File: src/rtl/vga_line_fetch_if.sv
// Memory read port of the line fetcher: single outstanding word request with same-cycle data on ack.
interface vga_line_fetch_if #(
  parameter int unsigned C_addr_bits = 20
);
  logic [C_addr_bits-1:0] mem_addr;
  logic                   mem_req;
  logic                   mem_ack;
  logic [31:0]            mem_data;

  // Fetcher side: drives the request and address, receives ack and data.
  modport master (
    output mem_addr,
    output mem_req,
    input  mem_ack,
    input  mem_data
  );

  // Memory side: observes the request, returns ack and data.
  modport slave (
    input  mem_addr,
    input  mem_req,
    output mem_ack,
    output mem_data
  );
endinterface

File: src/rtl/vga_line_fetch.sv
// Line fetcher: prefetches 24-bit pixel words from memory into a show-ahead FIFO,
// pops them at the pixel rate, and rewinds on frame start or on a line replay.
module vga_line_fetch #(
  parameter int unsigned C_resolution_x = 640,
  parameter int unsigned C_resolution_y = 480,
  parameter int unsigned C_addr_bits    = 20,
  parameter int unsigned C_base_addr    = 0,
  parameter int unsigned C_fifo_bits    = 4,
  parameter int unsigned C_dbl_y        = 0
) (
  input  logic             clk_pixel,
  input  logic             rst_n,
  input  logic             clk_pixel_ena,
  input  logic             fetch_next,
  input  logic             line_repeat,
  input  logic             vga_vblank,
  output logic [7:0]       red_byte,
  output logic [7:0]       green_byte,
  output logic [7:0]       blue_byte,
  output logic             underflow,
  vga_line_fetch_if.master mem
);

  localparam int unsigned AW    = C_addr_bits;
  localparam int unsigned FB    = C_fifo_bits;
  localparam int unsigned DEPTH = 2 ** FB;
  localparam int unsigned XW    = (C_resolution_x > 1) ? $clog2(C_resolution_x) : 1;

  localparam logic [AW-1:0] BASE     = AW'(C_base_addr);
  localparam logic [AW-1:0] END_ADDR = AW'(C_base_addr + C_resolution_x * C_resolution_y);
  localparam logic [AW-1:0] LINE_LEN = AW'(C_resolution_x);
  localparam logic [XW-1:0] X_LAST   = XW'(C_resolution_x - 1);
  localparam bit            DBL_EN   = (C_dbl_y != 0);

  typedef enum logic [1:0] {
    IDLE    = 2'd0,
    REQ     = 2'd1,
    DISCARD = 2'd2
  } state_t;

  state_t state;
  state_t state_nxt;

  logic          req_nxt;
  logic [AW-1:0] addr_nxt;

  logic [23:0]   fifo_mem [DEPTH];
  logic [FB-1:0] wr_ptr;
  logic [FB-1:0] rd_ptr;
  logic [FB:0]   count;
  logic [23:0]   last_pix;
  logic [23:0]   head;

  logic [AW-1:0] fetch_addr;
  logic [AW-1:0] cur_line_start;
  logic [AW-1:0] last_line_start;
  logic [XW-1:0] x_cnt;

  logic vblank_q;
  logic repeat_q;

  logic vblank_rise;
  logic repeat_rise;
  logic flush;
  logic fifo_empty;
  logic pop_try;
  logic pop;
  logic push;
  logic occ_ok;
  logic addr_ok;
  logic can_fetch;
  logic unused_ok;

  // Edge qualification: vblank wins over a simultaneous replay request.
  assign vblank_rise = vga_vblank & ~vblank_q;
  assign repeat_rise = DBL_EN & line_repeat & ~repeat_q & ~vblank_rise;
  assign flush       = vblank_rise | repeat_rise;

  // Consumer side: attempted pops always count, real pops only when data is present.
  assign fifo_empty = (count == '0);
  assign pop_try    = fetch_next & clk_pixel_ena;
  assign pop        = pop_try & ~fifo_empty;

  // Producer side: a word returned during a flush or for a discarded request is dropped.
  assign push = (state == REQ) & mem.mem_ack & ~flush;

  // Request gating: room for the word, still inside the frame, not rewinding.
  assign occ_ok    = (({1'b0, count} + (FB+2)'(state != IDLE)) < (FB+2)'(DEPTH));
  assign addr_ok   = (fetch_addr < END_ADDR);
  assign can_fetch = occ_ok & addr_ok & ~flush;

  // Alpha byte of the memory word carries nothing for this block.
  assign unused_ok = &{1'b0, mem.mem_data[31:24]};

  // Edge-detector history, sampled every pixel clock regardless of enable.
  always_ff @(posedge clk_pixel or negedge rst_n) begin
    if (!rst_n) begin
      vblank_q <= 1'b0;
      repeat_q <= 1'b0;
    end else begin
      vblank_q <= vga_vblank;
      repeat_q <= line_repeat;
    end
  end

  // Fetch FSM state register plus registered request outputs.
  always_ff @(posedge clk_pixel or negedge rst_n) begin
    if (!rst_n) begin
      state        <= IDLE;
      mem.mem_req  <= 1'b0;
      mem.mem_addr <= BASE;
    end else begin
      state        <= state_nxt;
      mem.mem_req  <= req_nxt;
      mem.mem_addr <= addr_nxt;
    end
  end

  // Fetch FSM next state: a flush while waiting turns the request into a discard.
  always_comb begin
    state_nxt = state;
    unique case (state)
      IDLE: begin
        if (can_fetch) begin
          state_nxt = REQ;
        end
      end
      REQ: begin
        if (mem.mem_ack) begin
          state_nxt = IDLE;
        end else if (flush) begin
          state_nxt = DISCARD;
        end
      end
      DISCARD: begin
        if (mem.mem_ack) begin
          state_nxt = IDLE;
        end
      end
      default: state_nxt = IDLE;
    endcase
  end

  // Fetch FSM outputs: address is captured on request launch and held until ack.
  always_comb begin
    req_nxt  = (state_nxt != IDLE);
    addr_nxt = mem.mem_addr;
    if ((state == IDLE) && (state_nxt == REQ)) begin
      addr_nxt = fetch_addr;
    end
  end

  // FIFO pointers and occupancy; a flush empties it in one cycle.
  always_ff @(posedge clk_pixel or negedge rst_n) begin
    if (!rst_n) begin
      wr_ptr <= '0;
      rd_ptr <= '0;
      count  <= '0;
    end else if (flush) begin
      rd_ptr <= wr_ptr;
      count  <= '0;
    end else begin
      if (push) begin
        wr_ptr <= wr_ptr + FB'(1);
      end
      if (pop) begin
        rd_ptr <= rd_ptr + FB'(1);
      end
      if (push && !pop) begin
        count <= count + (FB+1)'(1);
      end else if (pop && !push) begin
        count <= count - (FB+1)'(1);
      end
    end
  end

  // FIFO storage; contents are only observed while occupancy is non-zero.
  always_ff @(posedge clk_pixel) begin
    if (push) begin
      fifo_mem[wr_ptr] <= mem.mem_data[23:0];
    end
  end

  // Last popped pixel (shown while empty) and sticky underflow.
  always_ff @(posedge clk_pixel or negedge rst_n) begin
    if (!rst_n) begin
      last_pix  <= '0;
      underflow <= 1'b0;
    end else begin
      if (pop) begin
        last_pix <= fifo_mem[rd_ptr];
      end
      if (pop_try && fifo_empty) begin
        underflow <= 1'b1;
      end
    end
  end

  // Consume counters: pixel position and start addresses of the current and previous line.
  always_ff @(posedge clk_pixel or negedge rst_n) begin
    if (!rst_n) begin
      x_cnt           <= '0;
      cur_line_start  <= BASE;
      last_line_start <= BASE;
    end else if (vblank_rise) begin
      x_cnt           <= '0;
      cur_line_start  <= BASE;
      last_line_start <= BASE;
    end else begin
      if (pop_try) begin
        if (x_cnt == X_LAST) begin
          x_cnt           <= '0;
          last_line_start <= cur_line_start;
          cur_line_start  <= cur_line_start + LINE_LEN;
        end else begin
          x_cnt <= x_cnt + XW'(1);
        end
      end
      if (repeat_rise) begin
        cur_line_start <= last_line_start;
      end
    end
  end

  // Next word address to fetch; rewinds on flush, advances only on accepted words.
  always_ff @(posedge clk_pixel or negedge rst_n) begin
    if (!rst_n) begin
      fetch_addr <= BASE;
    end else if (vblank_rise) begin
      fetch_addr <= BASE;
    end else if (repeat_rise) begin
      fetch_addr <= last_line_start;
    end else if (push) begin
      fetch_addr <= fetch_addr + AW'(1);
    end
  end

  // Show-ahead pixel: FIFO head when available, otherwise hold the last popped value.
  always_comb begin
    head = last_pix;
    if (!fifo_empty) begin
      head = fifo_mem[rd_ptr];
    end
  end

  assign red_byte   = head[23:16];
  assign green_byte = head[15:8];
  assign blue_byte  = head[7:0];

endmodule

File: src/flat_wrapper.sv
// flat-port wrapper written by rule: the top's interface ports become plain ports
module vga_line_fetch_flat 
#(
  parameter int unsigned C_resolution_x = 640,
  parameter int unsigned C_resolution_y = 480,
  parameter int unsigned C_addr_bits    = 20,
  parameter int unsigned C_base_addr    = 0,
  parameter int unsigned C_fifo_bits    = 4,
  parameter int unsigned C_dbl_y        = 0
)
  (clk_pixel, rst_n, clk_pixel_ena, fetch_next, line_repeat, vga_vblank, red_byte, green_byte, blue_byte, underflow, mem_mem_addr, mem_mem_req, mem_mem_ack, mem_mem_data);
  vga_line_fetch_if #(.C_addr_bits(C_addr_bits)) mem_i ();
  input  logic clk_pixel;
  input  logic rst_n;
  input  logic clk_pixel_ena;
  input  logic fetch_next;
  input  logic line_repeat;
  input  logic vga_vblank;
  output logic [7:0] red_byte;
  output logic [7:0] green_byte;
  output logic [7:0] blue_byte;
  output logic underflow;
  output wire logic [$bits(mem_i.mem_addr)-1:0] mem_mem_addr;
  output wire logic [$bits(mem_i.mem_req)-1:0] mem_mem_req;
  input wire logic [$bits(mem_i.mem_ack)-1:0] mem_mem_ack;
  input wire logic [$bits(mem_i.mem_data)-1:0] mem_mem_data;
  assign mem_mem_addr = mem_i.mem_addr;
  assign mem_mem_req = mem_i.mem_req;
  assign mem_i.mem_ack = mem_mem_ack;
  assign mem_i.mem_data = mem_mem_data;
  vga_line_fetch #(.C_resolution_x(C_resolution_x), .C_resolution_y(C_resolution_y), .C_addr_bits(C_addr_bits), .C_base_addr(C_base_addr), .C_fifo_bits(C_fifo_bits), .C_dbl_y(C_dbl_y)) u_core (.clk_pixel(clk_pixel), .rst_n(rst_n), .clk_pixel_ena(clk_pixel_ena), .fetch_next(fetch_next), .line_repeat(line_repeat), .vga_vblank(vga_vblank), .red_byte(red_byte), .green_byte(green_byte), .blue_byte(blue_byte), .underflow(underflow), .mem(mem_i));
endmodule
File: config.mk
export PLATFORM = sky130hd
export DESIGN_NAME = vga_line_fetch_flat
export DESIGN_NICKNAME = d
export VERILOG_FILES = /design/src/rtl/vga_line_fetch_if.sv /design/src/rtl/vga_line_fetch.sv /design/src/flat_wrapper.sv
export SDC_FILE = /design/constraint.sdc
export NUM_CORES = 1
export LEC_CHECK = 0
export ABC_AREA = 0
export BUFFER_PORTS_ARGS = -buffer_cell sky130_fd_sc_hd__buf_2
export CAP_MARGIN = 20
export CORE_MARGIN = 10
export CORE_UTILIZATION = 30
export DETAILED_ROUTE_END_ITERATION = 10
export PLACE_DENSITY = 0.51
export SLEW_MARGIN = 20
export SYNTH_ARGS = -nofsm -noshare
export SYNTH_HDL_FRONTEND = slang
export SYNTH_SLANG_ARGS = --single-unit
File: constraint.sdc
create_clock -name clk_pixel -period 4.3 [get_ports clk_pixel]
set_input_delay 0.215 -clock clk_pixel [delete_from_list [all_inputs] [get_ports clk_pixel]]
set_output_delay 0.215 -clock clk_pixel [all_outputs]
set_load 0.005 [all_outputs]
* Yosys cells after proc, flatten, opt, wreduce, memory -nomap -nowiden
Memories as Yosys holds them, arrays and structs flattened. Cells that the tools add are included.
Operators by class: add/subtract/negate cells 6, magnitude comparators 2, eq/ne operators 3, mux-type cells 15, bitwise logic cells 10, reduce and logical (&&, ||, !) cells 14
Operator list (count):
- 2-to-1 mux 20 bit | 2
- 2-to-1 mux 24 bit | 1
- adder 20 x 1 -> 20 bit (second input constant) | 1
- less-than comparator 20 x 19 -> 1 bit (second input constant) | 1
- 2-to-1 mux 5 bit | 3
- adder 4 x 1 -> 4 bit (second input constant) | 2
- 2-to-1 mux 2 bit | 4
- 2-to-1 mux 4 bit | 2
- nonzero test 2 bit | 4
- AND 1 bit | 7
- adder 5 x 1 -> 6 bit | 1
- less-than comparator 6 x 5 -> 1 bit (second input constant) | 1
- one-hot mux 2 bit (3 select lines) | 1
- adder 5 x 1 -> 5 bit (second input constant) | 1
- zero test 5 bit | 1
- subtractor 5 x 1 -> 5 bit (second input constant) | 1
- == test 2 x 1 -> 1 bit (second input constant) | 2
- logical AND 1 bit | 4
- NOT 1 bit | 3
- nonzero test 3 bit | 1
- == test 2 bit (second input constant) | 1
- zero test 1 bit | 2
- zero test 2 bit | 1
- 2-to-1 mux 1 bit | 2
- AND reduction 2 bit | 1
Word-level totals: register bits after elaboration 82, memory bits (writable) 384, input bits 39, output and inout bits 46, word-level logic and storage cells 61, memories 1
Memories:
- u_core.fifo_mem | depth 16, bits a word 24, read ports 1, clocked after memory_dff 0, wr ports 1, RTL line vga_line_fetch.sv:47 | logic [23:0] fifo_mem [DEPTH];

* Logic depth before layout (Yosys ltp)
depth in word-level cells 9, depth in mapped cells 10

* Worst setup path after synthesis
No wires, ideal clock.
path type reg-to-reg, start register u_core.state[1], end memory u_core.fifo_mem[7][0], enable pin, setup time 0.435 ns, arrival 2.562 ns, required time 3.865 ns, path slack 1.303 ns, cell stages (with the launch flop) 4, clock period less this slack 2.997 ns, path through dfrtp_1 -> and3b_1 -> nand3_1 -> nor3_1
On the way: cells in the longest elaborated chain, start to end 5
RTL lines:
- from (decl) | RTL line vga_line_fetch.sv:41 | state_t state;
- from (signal assigned) | RTL line vga_line_fetch.sv:113 | state <= state_nxt;
- == test 2 x 1 -> 1 bit | RTL line vga_line_fetch.sv:85 | assign push = (state == REQ) & mem.mem_ack & ~flush;
- AND 1 bit (2 in a row) | RTL line vga_line_fetch.sv:85
- 2-to-1 mux 1 bit | RTL line vga_line_fetch.sv:179 | if (push) begin
- 2-to-1 mux 1 bit (implied by the code) | RTL line vga_line_fetch.sv:180 | fifo_mem[wr_ptr] <= mem.mem_data[23:0];
- to (decl) | RTL line vga_line_fetch.sv:47
Every way passes these cells.

* Final worst setup path
start register u_core.rd_ptr[3], end output green_byte[6]
On the way: cells in the longest elaborated chain, start to end 2
RTL lines:
- from (decl) | RTL line vga_line_fetch.sv:49 | logic [FB-1:0] rd_ptr;
- from (signal assigned) | RTL line vga_line_fetch.sv:160 | rd_ptr <= wr_ptr;
- from (signal assigned) | RTL line vga_line_fetch.sv:167 | rd_ptr <= rd_ptr + FB'(1);
- memory (16 x 24 bit)
- 2-to-1 mux 24 bit | RTL line vga_line_fetch.sv:241 | if (!fifo_empty) begin
- to (decl) | RTL line flat_wrapper.sv:20 | output logic [7:0] green_byte;
Every way passes these cells.

==> summary.md <==
| Metric | Value |
|---|---|
| Syn_nets | about 1100 |
| Post-Syn Area | between 0.015 and 0.02 mm^2 |
| CTS buffer count | between 40 and 50 |
| Required @ worst endpoint | 4.09 ns |
| Clock transition at path regs | around 0.060 ns |
| Setup Skew | between 0.015 and 0.02 ns |
| DRC Markers | 0 |
| Post-Synth XOR/XNOR Area | less than 1% |
| Combinational family with the most area after synthesis | multiplexers |
| Number of diodes | 0 |
| Post-route setup TNS | 0 ns |
| Final Hold Vio Count | 0 |
| Comb power frac | between 20% and 30% |
| TritonCTS clock tree | done |
| Hold Path Class | primary input to register |
| Pre-Repair DR Iteration Count | 5 |
| Layout area overhead | 17.5% |
| Initial antenna violation count | 1 |
| WL final | about 42000 um |
| Worst setup path startpoint | u_core.rd_ptr[3]$_DFFE_PN0P_ |
| Syn avg cell area | 18.4 um^2 |
| Reg2reg end | u_core.fifo_mem[15][21]$_DFFE_PP_ |
| Slew @ Worst Pin | just under 1 ns |
| Slew Limit Fails | 0 |
| Clock tree buffer depth | 3 |
| Sw Pwr | 4.08 mW |
| DIE HEIGHT | 269 um |
| Post-Synth Simple-Gate Area | under 10% |
| Overall Global Routing Usage | 11.6% |
| Critical Path End | green_byte[6] |
| Most common cell after layout, fill and taps aside | edfxtp_1 |
| PD cells | slightly above 600 mW/mm^2 |
| Slew headroom | 34.5% |
| Most frequent cells in the layout | edfxtp_1, mux4_2, dfrtp_1, buf_2, mux2i_1 |
| CORE AREA | about 0.06 mm^2 |
| Multiplexer area fraction after synthesis | between 15 and 20% |
| Peak supply drop | between 0.4 and 0.5 mV |
| Vias/cell | 4.70 |
| FF+latch count, synth | 466 |
| DRT antenna net count | 0 |
| Root Buffer | clkbuf_16 |
| Max cap viols | 0 |
| Leak | 7.50 nW |
| Yosys warnings | 0 |
| DPL Wire Length | 23600 um |
| Worst-Skew Late Latency | around 0.59 ns |
| GP Congestion | between 0.7 and 0.8 |
| Setup-failing EPs final | 0 |
| CP endpoint kind | output pin |
| RSZ-0062 raised after global routing | false |
| Final period util | approximately four fifths |
| Netlist cell types | 48 |
| Post-CTS Setup Bufs | 0 |
| EDFF count, synth | roughly 380 |
| First-pass GRT wire length | about 64000 um |
| Vias in the first global route | 9870 |
| Worst-path fanout max | approximately 60 |
| Largest net degree at the start of global routing | 63 |
| Worst Setup Start Kind | register |
| Port bufs | 75 |
| Final min period | 3.47 ns |
| FF-to-FF path depth | 5 |
| Row count | 91 |
| WS Path Type | register to output pin |
| FF-to-FF setup slack | about 1.4 ns |
| DR iter-0 viols | roughly 800 |
| Reg power frac | 42.8% |
| Overall power | approximately 13 mW |
| Share of layout cells above drive strength 1 | approximately a quarter |
| Synth Area in Compound Gates | 3.31% |
| Peak Freq | 288 MHz |
| Synth Area in Adders | less than 1% |
| Status | finished clean |
| Clock share of power | between 30% and 40% |
| Htree depth | 2 |
| Avg WL per Cell | 21.0 um |
| Fin nets | ~1200 |
| Full die area | slightly above 0.07 mm^2 |
| Int Power | ~9.3 mW |
| Mapped Cells | 1016 |
| Total grt overflow | 0 |
| Vias post-DR | roughly 9500 |
| Post-synthesis async set-or-reset flop share | 17.6% |
| # IOs | 85 |
| Die W | about 270 um |
| Starting Density | a little under a third |
| Switching Share | between 30% and 40% |
| Post-synthesis sequential area ratio | approximately 73% |
| Reg-to-Reg Start | u_core.state[1]$_DFF_PN0_ |
| Clock sink total | approximately 470 |
| CP Data Arrival Time | 3.26 ns |
| Main synth FF type | edfxtp_1 |
what timing repair did:
action | CTS | global route
gates resized for setup | 0 | 0
endpoints found under the hold margin | 421 | 0
hold buffers | 26 | 0
cell type report:
| type | count | area [um^2] |
|---|---|---|
| Clock buffer | 61 | 1270 |
| Clock inverter | 28 | 273 |
| Fill cell | 5789 | 39700 |
| Inverter | 10 | 37.5 |
| Multi-Input combinational cell | 486 | 4860 |
| Sequential cell | 466 | 13600 |
| Tap cell | 837 | 1050 |
| Timing Repair Buffer | 125 | 843 |
flip-flops by register name, indices dropped and copies added (netlist names):
name,flops
u_core.fetch_addr,20
u_core.rd_ptr,4
u_core.last_pix,24
u_core.underflow,1
u_core.count,5
u_core.vblank_q,1
u_core.fifo_mem,384
u_core.state,2
u_core.mem.mem_req,1
u_core.wr_ptr,4
u_core.mem.mem_addr,20
synthesized netlist by cell type (all sizes together) (12+ instances only):
library cell / n / area, um^2
mux4: 84 / 1890
a21oi: 17 / 85.1
clkbuf: 27 / 101
edfxtp: 384 / 11500
a22oi: 12 / 90.1
mux2: 39 / 477
nor2: 22 / 82.6
buf: 27 / 154
mux2i: 69 / 691
dfrtp: 82 / 2050
nand2: 65 / 244
o21ai: 58 / 294
power by group through the flow:
stage	clock, mW	combinational (mW)	sequential, mW
global placement	0	3.59	5.82
finish	4.10	3.56	5.72
global route	4.39	3.92	5.79
CTS	4.21	3.65	5.74
detailed placement	0	3.62	5.83
floorplan	0	2.64	5.43
kinds of logic after synthesis:
family	Yosys count
xor+xnor	15
mux	192
simple gates	164
flops	466
compound gates	104
buf+inv	64
fa+ha+maj	11
how the worst min path moves through the flow:
| stage | depth (start not counted) | start | slack [ns] | to |
|---|---|---|---|---|
| floorplan | 0 | rst_n | -0.08 | u_core.count[0]$_DFFE_PN0P_ |
| global placement | 1 | vga_vblank | 0.35 | u_core.vblank_q$_DFF_PN0_ |
| detailed placement | 1 | vga_vblank | 0.35 | u_core.vblank_q$_DFF_PN0_ |
| CTS | 1 | mem_mem_data[23] | 0.003 | u_core.fifo_mem[15][23]$_DFFE_PP_ |
| global route | 1 | mem_mem_data[23] | 0.02 | u_core.fifo_mem[15][23]$_DFFE_PP_ |
| finish | 1 | mem_mem_data[23] | 0.03 | u_core.fifo_mem[1][23]$_DFFE_PP_ |
worst max-delay path, cell delays in order (launching register included):
cell,delay [ns]
dfrtp_4,1.04
buf_4,0.52
mux4_2,0.38
mux2i_1,0.18
mux2_2,0.25
o21ai_0,0.09
buf_2,0.14
per-stage QoR:
step / setup slack (ns) / hold slack, ns / cell area, um^2 / instances / util, %
floorplan: 1.30 / -0.0806 / 18700 / 1016 / -
global placement: 1.40 / 0.348 / 20100 / 1898 / 32.7
detailed placement: 1.32 / 0.351 / 20100 / 1898 / 32.7
CTS: 0.778 / 0.00288 / 21900 / 2013 / 35.6
global route: 0.609 / 0.0230 / 21900 / 2013 / 35.6
finish: 0.828 / 0.0276 / 21900 / 2013 / 35.6
routing by layer:
layer  track usage, %  share of wire (%)  vias to the layer above
met5                0              0.031                        -
met4             3.50                2.0                        2
met3             2.42                4.9                       61
met2             17.4                 45                      189
met1             16.6                 48                     4937
li1                 -                  -                     4275
No activity file was read; power rests on OpenSTA's default activity.
